--- src/rtl/hazard_stall_ctrl_pkg.sv ---
// -----------------------------------------------------------------------------
// hazard_stall_ctrl_pkg
//   Shared definitions for the pipeline hazard/stall controller:
//     - controller state encoding
//     - register-index width and the hard-wired $zero register index
// -----------------------------------------------------------------------------
package hazard_stall_ctrl_pkg;

  // Register-index width of the ID/EX register fields compared for hazards.
  localparam int REG_W = 5;

  // Register 0 always reads zero, so a load targeting it never creates a hazard.
  localparam logic [REG_W-1:0] ZERO_REG = '0;

  typedef enum logic [1:0] {
    RUN       = 2'b00,
    LU_BUBBLE = 2'b01,
    MEM_WAIT  = 2'b10
  } state_e;

endpackage : hazard_stall_ctrl_pkg

--- src/rtl/hazard_stall_ctrl_sat_counter.sv ---
// -----------------------------------------------------------------------------
// sat_counter
//   Up-counter that stops at MAX_VAL instead of wrapping.
//   Ports:
//     i_clk    clock, rising edge
//     i_rst    asynchronous active-high reset (count -> 0)
//     i_en     count enable
//     i_clr    synchronous clear, takes priority over i_en
//     o_count  current count
//     o_sat    high while the count equals MAX_VAL
// -----------------------------------------------------------------------------
module sat_counter #(
  parameter int unsigned           WIDTH   = 8,
  parameter logic [WIDTH-1:0]      MAX_VAL = {WIDTH{1'b1}}
) (
  input  logic             i_clk,
  input  logic             i_rst,
  input  logic             i_en,
  input  logic             i_clr,
  output logic [WIDTH-1:0] o_count,
  output logic             o_sat
);

  logic [WIDTH-1:0] r_count;

  // NOTE: sequential state uses non-blocking assignments so every register
  // samples the pre-edge values of its inputs, independent of block order.
  always_ff @(posedge i_clk or posedge i_rst) begin
    if (i_rst) begin
      r_count <= '0;
    end else if (i_clr) begin
      r_count <= '0;
    end else if (i_en && !o_sat) begin
      r_count <= r_count + WIDTH'(1);
    end
  end

  assign o_count = r_count;
  assign o_sat   = (r_count == MAX_VAL);

endmodule : sat_counter

--- src/rtl/hazard_stall_ctrl.sv ---
// -----------------------------------------------------------------------------
// hazard_stall_ctrl
//   ID-stage hazard controller. Detects load-use hazards (inserts a bubble via
//   the control-signal mux), freezes the whole pipe on data-memory stalls,
//   flushes IF/ID on a taken branch or jump, watches for stuck memory stalls
//   and counts load-use bubbles. All pipeline controls are combinational so
//   they take effect in the cycle the condition is seen.
//   Register-index width (REG_W) comes from hazard_stall_ctrl_pkg.
//
//   Ports:
//     clk_i, rst_i             clock (rising edge), async active-high reset
//     IDEX_MemRd_i, IDEX_Rt_i  load in EX and its destination register
//     IFID_Rs_i, IFID_Rt_i     source registers of the instruction in ID
//     IFID_UsesRt_i            ID instruction actually reads rt
//     Branch_i, Jump_i         taken branch / jump resolved in ID
//     mem_stall_i              data memory not ready this cycle
//     select_o                 1 = control mux drives zeros (bubble)
//     PCWrite_o, IFIDWrite_o   PC and IF/ID write enables
//     IFIDFlush_o              clear IF/ID to NOP on next edge
//     pipe_stall_o             freeze ID/EX, EX/MEM, MEM/WB
//     timeout_o                sticky memory-stall watchdog flag
//     bubble_cnt_o             saturating load-use bubble count
// -----------------------------------------------------------------------------
module hazard_stall_ctrl
  import hazard_stall_ctrl_pkg::*;
#(
  parameter int WDOG_MAX = 64,
  parameter int CNT_W    = 16
) (
  input  logic             clk_i,
  input  logic             rst_i,
  input  logic             IDEX_MemRd_i,
  input  logic [REG_W-1:0] IDEX_Rt_i,
  input  logic [REG_W-1:0] IFID_Rs_i,
  input  logic [REG_W-1:0] IFID_Rt_i,
  input  logic             IFID_UsesRt_i,
  input  logic             Branch_i,
  input  logic             Jump_i,
  input  logic             mem_stall_i,
  output logic             select_o,
  output logic             PCWrite_o,
  output logic             IFIDWrite_o,
  output logic             IFIDFlush_o,
  output logic             pipe_stall_o,
  output logic             timeout_o,
  output logic [CNT_W-1:0] bubble_cnt_o
);

  localparam int unsigned WDOG_W = $clog2(WDOG_MAX + 1);

  state_e r_state;
  state_e w_next_state;

  logic              w_lu;
  logic              w_wdog_en;
  logic              w_wdog_clr;
  logic              w_wdog_sat;
  logic [WDOG_W-1:0] w_wdog_cnt_unused;
  logic              w_bubble_en;
  logic              w_bubble_sat_unused;
  logic              r_timeout;

  // A load in EX whose destination feeds the ID instruction; $zero is exempt
  // and rt only matters when the ID instruction actually reads it.
  assign w_lu = IDEX_MemRd_i && (IDEX_Rt_i != ZERO_REG) &&
                ((IDEX_Rt_i == IFID_Rs_i) ||
                 (IFID_UsesRt_i && (IDEX_Rt_i == IFID_Rt_i)));

  always_ff @(posedge clk_i or posedge rst_i) begin
    if (rst_i) begin
      r_state <= RUN;
    end else begin
      r_state <= w_next_state;
    end
  end

  // Every state leaves on the same conditions: a memory stall dominates, a
  // load-use hazard (including a second one while in LU_BUBBLE) costs one
  // bubble cycle, anything else runs.
  // NOTE: every always_comb output gets a default first so no path through
  // the block leaves a signal unassigned (which would infer a latch).
  always_comb begin
    w_next_state = RUN;
    select_o     = 1'b0;
    PCWrite_o    = 1'b1;
    IFIDWrite_o  = 1'b1;
    IFIDFlush_o  = 1'b0;
    pipe_stall_o = 1'b0;

    if (rst_i) begin
      select_o    = 1'b1;
      PCWrite_o   = 1'b0;
      IFIDWrite_o = 1'b0;
    end else if (mem_stall_i) begin
      // Whole pipe holds: no bubble, no flush, nothing advances.
      w_next_state = MEM_WAIT;
      pipe_stall_o = 1'b1;
      PCWrite_o    = 1'b0;
      IFIDWrite_o  = 1'b0;
    end else if (w_lu) begin
      // A branch/jump in ID is ignored here; it re-evaluates after the bubble.
      w_next_state = LU_BUBBLE;
      select_o     = 1'b1;
      PCWrite_o    = 1'b0;
      IFIDWrite_o  = 1'b0;
    end else if (Branch_i || Jump_i) begin
      IFIDFlush_o  = 1'b1;
    end
  end

  // Watchdog: counts consecutive stall cycles, cleared on the release cycle.
  assign w_wdog_en  = mem_stall_i;
  assign w_wdog_clr = (r_state == MEM_WAIT) && !mem_stall_i;

  // Only the saturate flag of the watchdog matters; its count is not exported.
  sat_counter #(
    .WIDTH   (WDOG_W),
    .MAX_VAL (WDOG_W'(WDOG_MAX))
  ) u_wdog_cnt (
    .i_clk   (clk_i),
    .i_rst   (rst_i),
    .i_en    (w_wdog_en),
    .i_clr   (w_wdog_clr),
    .o_count (w_wdog_cnt_unused),
    .o_sat   (w_wdog_sat)
  );

  always_ff @(posedge clk_i or posedge rst_i) begin
    if (rst_i) begin
      r_timeout <= 1'b0;
    end else if (w_wdog_sat) begin
      r_timeout <= 1'b1;
    end
  end

  // The flag shows in the same cycle the counter reaches WDOG_MAX and is then
  // held by r_timeout after the counter clears.
  assign timeout_o = r_timeout || w_wdog_sat;

  // A bubble is only inserted when the hazard is not masked by a mem stall.
  assign w_bubble_en = w_lu && !mem_stall_i;

  sat_counter #(
    .WIDTH   (CNT_W),
    .MAX_VAL ({CNT_W{1'b1}})
  ) u_bubble_cnt (
    .i_clk   (clk_i),
    .i_rst   (rst_i),
    .i_en    (w_bubble_en),
    .i_clr   (1'b0),
    .o_count (bubble_cnt_o),
    .o_sat   (w_bubble_sat_unused)
  );

endmodule : hazard_stall_ctrl

--- config.mk ---
export PLATFORM = sky130hd
export DESIGN_NAME = hazard_stall_ctrl
export DESIGN_NICKNAME = d
export VERILOG_FILES = /design/src/rtl/hazard_stall_ctrl_pkg.sv /design/src/rtl/hazard_stall_ctrl_sat_counter.sv /design/src/rtl/hazard_stall_ctrl.sv
export SDC_FILE = /design/constraint.sdc
export NUM_CORES = 1
export LEC_CHECK = 0
export CAP_MARGIN = 20
export CELL_PAD_IN_SITES_DETAIL_PLACEMENT = 0
export CELL_PAD_IN_SITES_GLOBAL_PLACEMENT = 2
export CORE_MARGIN = 2
export CORE_UTILIZATION = 25
export DETAILED_ROUTE_END_ITERATION = 10
export GPL_TIMING_DRIVEN = 0
export HOLD_SLACK_MARGIN = 0.03
export PLACE_DENSITY = 0.81
export SYNTH_ARGS = -nofsm -noshare
export SYNTH_HDL_FRONTEND = slang
export SYNTH_SLANG_ARGS = --single-unit
export TNS_END_PERCENT = 100
--- constraint.sdc ---
create_clock -name clk_i -period 2.72 [get_ports clk_i]
set_input_delay 0.816 -clock clk_i [delete_from_list [all_inputs] [get_ports clk_i]]
set_output_delay 0.816 -clock clk_i [all_outputs]
set_load 0.005 [all_outputs]
# Word-level counts from Yosys, hierarchy flattened
# Cells that the tools add are included.
[totals]
ff_bits = 26
inputBits = 22
output_inout_bits = 22
word_cells = 43
[op_classes]
add_sub_neg = 2
eq_ne = 5
mux = 17
reduce_logical = 15
[ops]
columns = ["op", "count"]
rows = [
  ["16-bit by 1-bit adder with 16-bit output (second input constant)", 1],
  ["16-bit == test (second input constant)", 1],
  ["7-bit 2-to-1 mux", 2],
  ["1-bit 2-to-1 mux", 13],
  ["5-bit == test", 2],
  ["7-bit by 1-bit adder with 7-bit output (second input constant)", 1],
  ["7-bit == test (second input constant)", 1],
  ["1-bit logical AND", 7],
  ["5-bit nonzero test", 1],
  ["2-bit 2-to-1 mux", 2],
  ["1-bit logical NOT", 3],
  ["1-bit logical OR", 3],
  ["2-bit == test (second input constant)", 1],
  ["2-bit nonzero test", 1],
]

# Logic depth before layout (Yosys ltp)
[logic_depth]
depth_word = 7
ltp_mapped = 7
depth_no_buf = 6

# Cells and area by module
# Synthesis repeated with hierarchy kept, for this count alone.
[hier_totals]
hier_cells = 177
hier_area_um2 = 1682.9
[by_module_without_submodules]
columns = ["mod", "n_inst", "cells_per_inst", "area_each_um2", "seq_area_each_um2"]
rows = [
  ["sat_counter (u_bubble_cnt)", 1, 101, 977.2, 400.4],
  ["sat_counter (u_wdog_cnt)", 1, 43, 417.9, 175.2],
  ["hazard_stall_ctrl", 1, 33, 287.8, 75.1],
]

# Least setup slack after synthesis
# No wires, ideal clock.
[synth_timing]
path_type = "in2out"
from = "in IDEX_Rt_i[1]"
to = "out PCWrite_o"
t_arrival_ps = 2131
required_ps = 1904
path_slack_ps = -227
cell_stages = 5
n_path_buf = 1
path_cell_list = "or4_1 > o21a_1 > and2_2 > nor3_1 > buf_4"
[synth_via]
elab_chain_cells = 7
word_cells_on_any_way = 10
cone_classes = "eq/ne: 2; mux: 3; reduce/logical: 5"
[synth_rtl]
columns = ["element", "line", "rtl"]
rows = [
  ["from (decl)", "hazard_stall_ctrl.sv:33", "input logic [REG_W-1:0] IDEX_Rt_i,"],
  ["5-bit == test", "hazard_stall_ctrl.sv:67", "(IFID_UsesRt_i && (IDEX_Rt_i == IFID_Rt_i)));"],
  ["1-bit logical AND", "hazard_stall_ctrl.sv:67", ""],
  ["1-bit logical OR", "hazard_stall_ctrl.sv:66", "((IDEX_Rt_i == IFID_Rs_i) ||"],
  ["1-bit logical AND (*)", "hazard_stall_ctrl.sv:65", "assign w_lu = IDEX_MemRd_i && (IDEX_Rt_i != ZERO_REG) &&"],
  ["1-bit 2-to-1 mux (*) (3 in a row)", "--", ""],
  ["to (decl)", "hazard_stall_ctrl.sv:41", "output logic PCWrite_o,"],
]
# Mark *: on every way between the ends. The rest lies on a longest branch, timed or not.

# Final worst setup path
[layout_timing]
from = "in IDEX_Rt_i[1]"
to = "out IFIDFlush_o"
[layout_via]
elab_chain_cells = 7
word_cells_on_any_way = 10
cone_classes = "eq/ne: 2; mux: 3; reduce/logical: 5"
[layout_rtl]
columns = ["element", "line", "rtl"]
rows = [
  ["5-bit == test", "hazard_stall_ctrl.sv:67", ""],
  ["1-bit logical AND", "hazard_stall_ctrl.sv:67", ""],
  ["1-bit logical OR", "hazard_stall_ctrl.sv:66", ""],
  ["1-bit logical AND (*)", "hazard_stall_ctrl.sv:65", ""],
  ["1-bit 2-to-1 mux (*)", "hazard_stall_ctrl.sv:100", "end else if (w_lu) begin"],
  ["1-bit 2-to-1 mux (*)", "hazard_stall_ctrl.sv:94", "end else if (mem_stall_i) begin"],
  ["1-bit 2-to-1 mux (*)", "hazard_stall_ctrl.sv:90", "if (rst_i) begin"],
  ["to (decl)", "hazard_stall_ctrl.sv:43", "output logic IFIDFlush_o,"],
]
# Marks and branches as above.

==> impl_metrics.ini <==
[layout]
fillerInstances = 621
drive_gt1_share_pct = 23.5
design_area_um2 = 2180
instances_no_fill = 279
num-nets-final = 231
insertedDiodeCount = 0
area_growth_pct = 47.2

[die]
die_y_um = 80.9
fp.dieW_um = 80.9
core_um2 = 5820
start_util_pct = 25.5
core.rowCount = 28
ios = 44
fp.dieArea_um2 = 6550

[clock_network]
insertion_delay_ps = 260
cts_sinks = 26
clock_path_buffers = 2
clk_pin_slew_ps = 90
cts_tree = built
cts_hold_buf = 0
cts-root-buf = clkbuf_8
htreeDepth = 1
numCtsBuffers = 3

[logic_synthesis]
synth_most_common_cell = dfrtp_1
synth_edf_count = 0
synth_top_area_share_pct = 44.0
yosys_register_bits = 26
synth_area_um2 = 1480
ys.flop_type = dfrtp_1
async_reset_ff_share_pct = 100
yosysWarnings = 0
ys_top_cells_by_area = dfrtp_1, xnor2_1, nand3_1, nand4_1, xor2_1
syn_nets = 171
synth.distinct_cells = 37
ys_seq_area_share_pct = 44.0
yosysTopAreaCell = dfrtp_1
synth_cells = 146
avgSynthCellArea_um2 = 10.1
yosys-top-cells-count = dfrtp_1, xnor2_1, nand3_1, nor2_1, nand4_1

[critical_path]
worstSetupEndpoint = IFIDFlush_o
ff2ff_path_depth = 6
start_kind = input port
worstPathArrival_ps = 2190
crit-reg2reg-launch = u_bubble_cnt.o_count[0]
cp-startpoint = IDEX_Rt_i[1]
r2r_end = u_bubble_cnt.o_count[15]
reg2reg_setup_slack_ps = 790
crit_required_ps = 1900
endpoint_kind = primary output
crit_type = input port to primary output
crit_fanout = 2

[run]
maxCapViolCount = 0

[sta]
min_period_over_period_pct = 111
final_hold_viol_count = 0
finalClockSkew_ps = 4.42
period_minus_slack_ps = 3010
maxSlewHeadroom_pct = 50.7
setup_tns_ps = -892
tightest_slew_ps = 738
maxSlewViolCount = 0
fin_ws_ps = -290
rsz0062_at_grt = yes
setup_viol = 4
fmax_ghz = 0.332

[placed_design]
port_buffers = 43
routabilityCongestion = 0.682
dpl_cell_area_um2 = 2020
place_hpwl_um = 2600
place_ws_ps = -1180
dp.cells = 264

[status]
failed_checks = setup timing
run_status = finished, violations left

[global_route]
grt_remaining_overflow = 0
grt_antenna_before_repair = 0
grt_usage_pct = 11.4
grt_pass1_vias = 1207
grt_pass1_wl_um = 5910
grt_start_max_net_pins = 14

[routing]
ant_nets = 0
drt_iter0_markers = 14
firstDrtPassIters = 6
remaining_drc_errors = 0
vias = 1290
viasPerCell = 4.62
wl_um = 3710
wl_per_cell_um = 13.3

[worst_hold_path]
hp-class = flop to flop

[power]
leakagePower_nw = 0.957
peakVddDrop_mv = 0.309
powerDensity_nw_per_um2 = 419
-- what timing repair did --
item / in CTS / in global routing
hold endpoints to repair: 0 / 0
gates cloned: 1 / 0
pin swaps: 18 / 8
setup endpoints to repair: 5 / 6
resized for setup: 65 / 10
setup buffers: 8 / 4
-- critical path, stage by stage --
cell and delay, ps:
buf_8 90, or4_4 520, o21a_1 220, and2_4 160, buf_6 120, nor4_4 120
buf_2 150
-- report_power, final --
part	leakage [nW]	switching (W)	internal, W
combinational	0.581	0.000101	0.000133
clock	0.0216	0.000115	0.0000989
sequential	0.355	0.0000437	0.000420
total	0.957	0.000260	0.000652
-- final cells by class --
type / count / area (um2) / share of cell area [%]
sequential: 26 / 651 / 29.9
inverter: 6 / 26.3 / 1.21
buffer: 3 / 23.8 / 1.09
tap: 75 / 93.8 / 4.31
clock buffer: 3 / 41.3 / 1.90
multi-input combinational: 110 / 840 / 38.5
timing repair inverter: 1 / 5.00 / 0.230
timing repair buffer: 55 / 498 / 22.9
-- stage by stage --
stage	power (W)	hold slack [ps]	util [%]
after CTS	0.000908	482	36.5
after floorplan	0.000586	443	-
after global routing	0.000971	513	37.5
final	0.000912	478	37.5
after detailed placement	0.000688	462	34.7
after global placement	0.000687	450	34.7
-- how the worst min path moves through the flow --
stage | slack (ps) | startpoint | cells past startpoint | to
detailed placement | 460 | r_timeout | 1 | r_timeout
global placement | 450 | r_timeout | 1 | r_timeout
floorplan | 440 | r_timeout | 1 | r_timeout
CTS | 480 | r_timeout | 1 | r_timeout
global route | 510 | r_timeout | 1 | r_timeout
finish | 480 | r_timeout | 1 | r_timeout
-- sequential cells by signal, indices dropped and copies added (netlist names) --
register	cells
u_bubble_cnt.o_count	16
u_wdog_cnt.o_count	7
r_state	2
r_timeout	1
-- cell families (layout without fill, tap and decap cells) --
| group | Yosys count | after routing | share of synthesized area [%] |
|---|---|---|---|
| AND/OR/NAND/NOR | 63 | 63 | 24.3 |
| XOR/XNOR | 26 | 26 | 15.4 |
| flip-flops | 26 | 26 | 44.0 |
| AO/OA/AOI/OAI | 15 | 15 | 7.95 |
| buffers and inverters | 10 | 68 | 3.38 |
| adder cells (fa/ha/maj) | 3 | 3 | 2.54 |
| multiplexers | 3 | 3 | 2.54 |
-- routing by layer --
layer / routed length, um / global-route usage (%) / up-vias
met3: 271 / 2.00 / 2
met1: 1700 / 15.9 / 616
met5: 0 / 0 / -
met4: 29 / 2.54 / 0
met2: 1710 / 18.3 / 38
li1: - / - / 634
-- layout by cell type, fill, tap and decap left out, types with 6 or more instances in the layout --
cell type and count:
dlygate4sd2_1 9, xnor2_1 19, nand3_1 12, nand2_1 6, buf_6 6, dfrtp_1 26
clkdlybuf4s50_1 22, nand4_1 8, nor2_1 10, buf_4 10
No activity file was read; power rests on OpenSTA's default activity.
